[config.mk]
export PLATFORM = sky130hd
export DESIGN_NAME = fetch_unit
export DESIGN_NICKNAME = d
export VERILOG_FILES = /design/src/rtl/wisc_pkg.sv /design/src/rtl/fetch_fifo.sv /design/src/rtl/fetch_unit.sv
export SDC_FILE = /design/constraint.sdc
export NUM_CORES = 1
export LEC_CHECK = 0
export CORE_MARGIN = 10
export CORE_UTILIZATION = 50
export DETAILED_ROUTE_END_ITERATION = 10
export PLACE_DENSITY = 0.81
export SYNTH_ARGS = -nofsm -noshare
export SYNTH_HDL_FRONTEND = slang
export SYNTH_SLANG_ARGS = --single-unit
[constraint.sdc]
create_clock -name clk -period 2.2 [get_ports clk]
set_input_delay 0.44 -clock clk [delete_from_list [all_inputs] [get_ports clk]]
set_output_delay 0.44 -clock clk [all_outputs]
set_load 0.02 [all_outputs]
[src/rtl/wisc_pkg.sv]
// rtl/wisc_pkg.sv - shared WISC fetch types, field bounds and decode helpers
package wisc_pkg;
    localparam int INSTR_W   = 16;
    localparam int OPC_MSB   = 15;
    localparam int OPC_LSB   = 11;
    localparam int FUNCT_MSB = 1;
    localparam int FUNCT_LSB = 0;
    localparam logic [OPC_MSB-OPC_LSB:0] OPC_HALT = 5'b00000;

    typedef enum logic [1:0] {
        ST_RUN,
        ST_WAIT,
        ST_DRAIN,
        ST_HALT
    } fetch_state_t;

    function automatic logic is_halt(input logic [INSTR_W-1:0] instr);
        return instr[OPC_MSB:OPC_LSB] == OPC_HALT;
    endfunction
endpackage

[src/rtl/fetch_fifo.sv]
// rtl/fetch_fifo.sv - instruction buffer of {instr, pc_plus2} with registered head
module fetch_fifo #(
    parameter int DEPTH = 2,
    parameter int W     = 32,
    localparam int AW   = $clog2(DEPTH),
    localparam int CW   = AW + 1
) (
    input  logic          clk,
    input  logic          rst_n,
    input  logic          push,
    input  logic [W-1:0]  push_data,
    input  logic          pop,
    input  logic          flush,
    output logic [CW-1:0] count,
    output logic [W-1:0]  head
);
    logic [W-1:0]  mem [DEPTH];
    logic [AW-1:0] rd_ptr;
    logic [AW-1:0] wr_ptr;

    // Pointers wrap naturally because DEPTH is a power of two.
    always_ff @(posedge clk or negedge rst_n) begin
        if (!rst_n) begin
            rd_ptr <= '0;
            wr_ptr <= '0;
            count  <= '0;
            for (int i = 0; i < DEPTH; i++) begin
                mem[i] <= '0;
            end
        end else if (flush) begin
            rd_ptr <= '0;
            wr_ptr <= '0;
            count  <= '0;
        end else begin
            if (push) begin
                mem[wr_ptr] <= push_data;
                wr_ptr      <= wr_ptr + 1'b1;
            end
            if (pop) begin
                rd_ptr <= rd_ptr + 1'b1;
            end
            count <= count + CW'(push) - CW'(pop);
        end
    end

    assign head = mem[rd_ptr];
endmodule

[src/rtl/fetch_unit.sv]
// rtl/fetch_unit.sv - WISC fetch stage: PC, single-outstanding imem requests, decode buffer
module fetch_unit
    import wisc_pkg::*;
#(
    parameter logic [15:0] RESET_PC = 16'h0000,
    parameter int          DEPTH    = 2
) (
    input  logic        clk,
    input  logic        rst_n,
    output logic        imem_req,
    output logic [15:0] imem_addr,
    input  logic        imem_gnt,
    input  logic        imem_rvalid,
    input  logic [15:0] imem_rdata,
    output logic        dec_valid,
    input  logic        dec_ready,
    output logic [15:0] dec_instr,
    output logic [4:0]  dec_opcode,
    output logic [1:0]  dec_funct,
    output logic [15:0] dec_pc_plus2,
    input  logic        redirect,
    input  logic [15:0] redirect_pc,
    output logic        halted,
    output logic        err
);
    localparam int CW = $clog2(DEPTH) + 1;
    localparam int OW = CW + 1;

    fetch_state_t  state, state_nxt;
    logic [15:0]   pc;
    logic [15:0]   pend_pc2;
    logic          halt_seen;
    logic          err_q;
    logic [CW-1:0] count;
    logic [31:0]   head;
    logic          accept, push, pop, rv_halt, req_state_ok;
    logic [OW-1:0] occupancy;

    assign rv_halt      = imem_rvalid && is_halt(imem_rdata);
    assign push         = !redirect && (state == ST_WAIT) && imem_rvalid;
    assign pop          = !redirect && dec_valid && dec_ready;
    // A same-cycle push counts against space, so every accepted request owns a slot.
    assign occupancy    = {1'b0, count} + OW'(push);
    assign req_state_ok = (state == ST_RUN) || ((state == ST_WAIT) && imem_rvalid);
    assign imem_req     = rst_n && req_state_ok && (occupancy < OW'(DEPTH))
                          && !halt_seen && !redirect && !rv_halt;
    assign accept       = imem_req && imem_gnt;
    assign imem_addr    = pc;

    fetch_fifo #(.DEPTH(DEPTH), .W(32)) u_fifo (
        .clk       (clk),
        .rst_n     (rst_n),
        .push      (push),
        .push_data ({imem_rdata, pend_pc2}),
        .pop       (pop),
        .flush     (redirect),
        .count     (count),
        .head      (head)
    );

    assign dec_valid    = (count != '0) && (state != ST_HALT);
    assign dec_instr    = head[31:16];
    assign dec_pc_plus2 = head[15:0];
    assign dec_opcode   = dec_instr[OPC_MSB:OPC_LSB];
    assign dec_funct    = dec_instr[FUNCT_MSB:FUNCT_LSB];
    assign halted       = (state == ST_HALT);
    assign err          = err_q;

    always_comb begin
        state_nxt = state;
        if (redirect) begin
            // An outstanding response that has not shown up yet must be swallowed.
            state_nxt = ((state == ST_WAIT || state == ST_DRAIN) && !imem_rvalid) ? ST_DRAIN : ST_RUN;
        end else if (pop && is_halt(dec_instr)) begin
            state_nxt = ST_HALT;
        end else begin
            case (state)
                ST_RUN:   if (accept) state_nxt = ST_WAIT;
                ST_WAIT:  if (imem_rvalid) state_nxt = accept ? ST_WAIT : ST_RUN;
                ST_DRAIN: if (imem_rvalid) state_nxt = ST_RUN;
                default:  ;
            endcase
        end
    end

    always_ff @(posedge clk or negedge rst_n) begin
        if (!rst_n) begin
            state     <= ST_RUN;
            pc        <= RESET_PC;
            pend_pc2  <= '0;
            halt_seen <= 1'b0;
            err_q     <= 1'b0;
        end else begin
            state <= state_nxt;
            if (imem_rvalid && (state == ST_RUN || state == ST_HALT)) begin
                err_q <= 1'b1;
            end
            if (redirect) begin
                pc        <= redirect_pc;
                halt_seen <= 1'b0;
            end else begin
                if (accept) begin
                    pc       <= pc + 16'd2;
                    pend_pc2 <= pc + 16'd2;
                end
                if (push && is_halt(imem_rdata)) begin
                    halt_seen <= 1'b1;
                end
            end
        end
    end
endmodule

==> results by group <==
Outcome
  • Outcome: complete, no violations

Critical path
  • Critical path peak fanout: 2
  • Crit path DAT: 1750 ps
  • Crit end category: output pin
  • R2R cell count: 8
  • Critical path class: primary input to output pin
  • R2R Path Start: state[0]$_DFFE_PN0P_
  • Worst setup startpoint: redirect
  • Startpoint Class: primary input
  • Crit path required time: approximately 1800 ps

CTS
  • Clk buf depth: 2
  • Clk pin slew, worst setup/hold paths: 110 ps
  • TritonCTS buffer count: 9
  • CTS tree: built
  • Worst-skew pair later-pin latency: about 360 ps
  • Root Buffer: clkbuf_8
  • H-tree depth: 3
  • CTS Hold Buffers Added: 0
  • Post-CTS setup buffer count: 0
  • Clock sinks: about 100

Synth
  • Top area cells in the synthesized netlist: dfrtp_1, mux2_2, nand2_1
  • Syn nets: roughly 450
  • Top-count cell post-synth: dfrtp_1
  • Most used DFF post-synth: dfrtp_1
  • Share of the synthesized area in the top cell type: 52.4%
  • Post-synthesis cell area: about 5000 µm²
  • Synthesized instance count: 407
  • Synth warn: 0
  • Largest area contributor in the netlist: dfrtp_1
  • Post-synth EDFFs: 0
  • Sequential area share after synthesis: 52.4%
  • Synth Register Bits: 104
  • Post-synth cell types: 45
  • Avg Cell Area, Syn: 12.2 µm²
  • FFs w/ async S/R, synth: 100%
  • Synth cell count leaders: dfrtp_1, mux2_2, nand2_1

Floorplan
  • Area of the die: 14300 µm²
  • # rows: 36
  • # IOs: 97
  • Die H: 120 µm
  • Die width: around 120 µm
  • Initial Utilization: 51.0%
  • Core area: 9730 µm²

Timing
  • Tmin final: ~2200 ps
  • Final Hold Fails: 0
  • Final Max Slew Viols: 0
  • Final Setup Violations: 0
  • Clock Skew: 18.2 ps
  • Fmax achieved: 0.456 GHz
  • Setup TNS: 0 ps
  • Relative slew slack: 50.3%
  • Fin crit share: 99.6%
  • RSZ-0062 raised after global routing: true
  • Slew at the pin with the worst max-slew slack: between 700 and 800 ps

Global routing
  • Initial antenna violation count: 0
  • First-pass GRT wire length: 19000 µm
  • Vias in the first global route: 3796
  • GR Overflow Total: 0
  • Largest net degree at the start of global routing: just over 60
  • Tot GR Track Use: about 16%

Placement
  • GP Congestion: 0.815
  • Port bufs: 96
  • Dpl hpwl: 8350 µm

Drt
  • Routed length on met1: about 4800 µm
  • Wire length per cell: 17.7 µm
  • Vias post-DR: 3554
  • Final WL: 11600 µm
  • Met3 WL: 597 µm
  • Routed Antenna Nets: 0
  • DRC Markers: 0
  • Mean number of vias per cell: approximately 5.4
  • First DRT Iteration DRCs: about 170
  • Detailed-router iteration count before antenna repair: 4
  • Routed met2 length: a little under 6000 µm
  • Highest metal used: met4

Pwr
  • Max VDD drop: 0.000605 V
  • Pwr/cell area: 1050 nW/µm²
  • Final Power: 6.83 mW
  • Leakage: just over 3 nW

Cells and area
  • Layout overhead on the synthesized area: 30.5%
  • Antenna cells: 0
  • Nets: 561
  • Share of layout cells above drive strength 1: around 31%
  • Final core occ: between 60% and 70%

Worst hold path
  • Worst Hold Class: primary input to async pin

Flow run
  • Number of max-cap violations: 0
[layout make-up]
class | instances | area [µm²]
Fill cell | 754 | 3250
Sequential cell | 104 | 2600
Multi-Input combinational cell | 263 | 2220
Timing Repair Buffer | 127 | 1220
Tap cell | 133 | 166
Clock buffer | 12 | 165
Clock inverter | 4 | 56.3
Inverter | 11 | 41.3
[kinds of logic (layout without fill, tap and decap cells)]
kind of cell | Yosys count | count (layout) | synth area share (%)
AOI/OAI and AO/OA | 58 | 58 | 8.77
xor gates and xnor gates | 17 | 17 | 3.00
adders and majority gates | 7 | 7 | 1.76
buffers and inverters | 40 | 154 | 3.80
DFF | 104 | 104 | 52.4
muxes | 97 | 97 | 22.0
and+or+nand+nor | 84 | 84 | 8.26
[routing by layer]
layer / global-route usage (%) / vias up
met3: 4.78 / 18
met2: 28.1 / 94
met5: 0 / -
li1: - / 1668
met1: 18.7 / 1774
met4: 5.51 / 0
[worst paths after layout]
path	slack (ps)	to
max	9	imem_req
min	140	state[1]$_DFFE_PN0P_
max reg2reg	80	imem_addr[9]$_DFFE_PN0N_
min reg2reg	500	err$_DFFE_PN0P_
max in group asynchronous	880	u_fifo.mem[45]$_DFFE_PN0P_
min in group clk	500	err$_DFFE_PN0P_
[sequential cells by signal, summed over array words and instances (netlist names)]
register / cells
err: 1
state: 2
u_fifo.mem: 64
pend_pc2: 16
u_fifo.wr_ptr: 1
u_fifo.rd_ptr: 1
imem_addr: 16
halt_seen: 1
u_fifo.count: 2
[worst max-delay path, cell delays in order]
cell and delay (ps):
clkdlybuf4s50_1 420, or4b_4 500, a221oi_4 210, buf_4 190
[per-stage QoR]
step | cells | hold slack [ps] | worst slack (ps) | area (µm²)
after detailed placement | 638 | 470 | -517 | 6240
after global placement | 638 | 464 | -460 | 6240
after global routing | 654 | 179 | -49.5 | 6480
final | 654 | 145 | 9.37 | 6480
after CTS | 654 | 173 | 4.07 | 6440
after floorplan | 407 | 144 | -3.58 | 4970
[layout by cell type (no fill, tap or decap), types with 5 or more instances in the layout]
cell type        synthesis  routed
nor2_1                  15      14
nand3_1                  6       6
o21bai_1                 7       7
o21ai_0                 12      12
clkdlybuf4s50_1          0      54
nand2_1                 31      30
clkdlybuf4s15_1          0       7
buf_4                    7      28
xnor2_1                 11      11
a221o_1                  8       8
o21ai_1                  6       6
a21o_1                   5       5
nor3_1                   8       7
xor2_1                   6       6
dlygate4sd2_1            0      29
dfrtp_1                104     103
buf_12                   0       5
inv_1                   11      11
clkbuf_8                 0      12
mux2_2                  97      97
[timing repair]
action | CTS | global route
setup endpoints to repair | 55 | 25
pin swaps | 0 | 2
resized for setup | 46 | 18
gates cloned | 0 | 0
[power by group]
part	leakage [nW]	internal, mW	total, mW	switching [mW]
Sequential	1.36	2.45	2.83	0.381
Clock	0.114	0.633	1.28	0.652
Combinational	1.62	1.38	2.71	1.34
No activity file was read; power rests on OpenSTA's default activity.
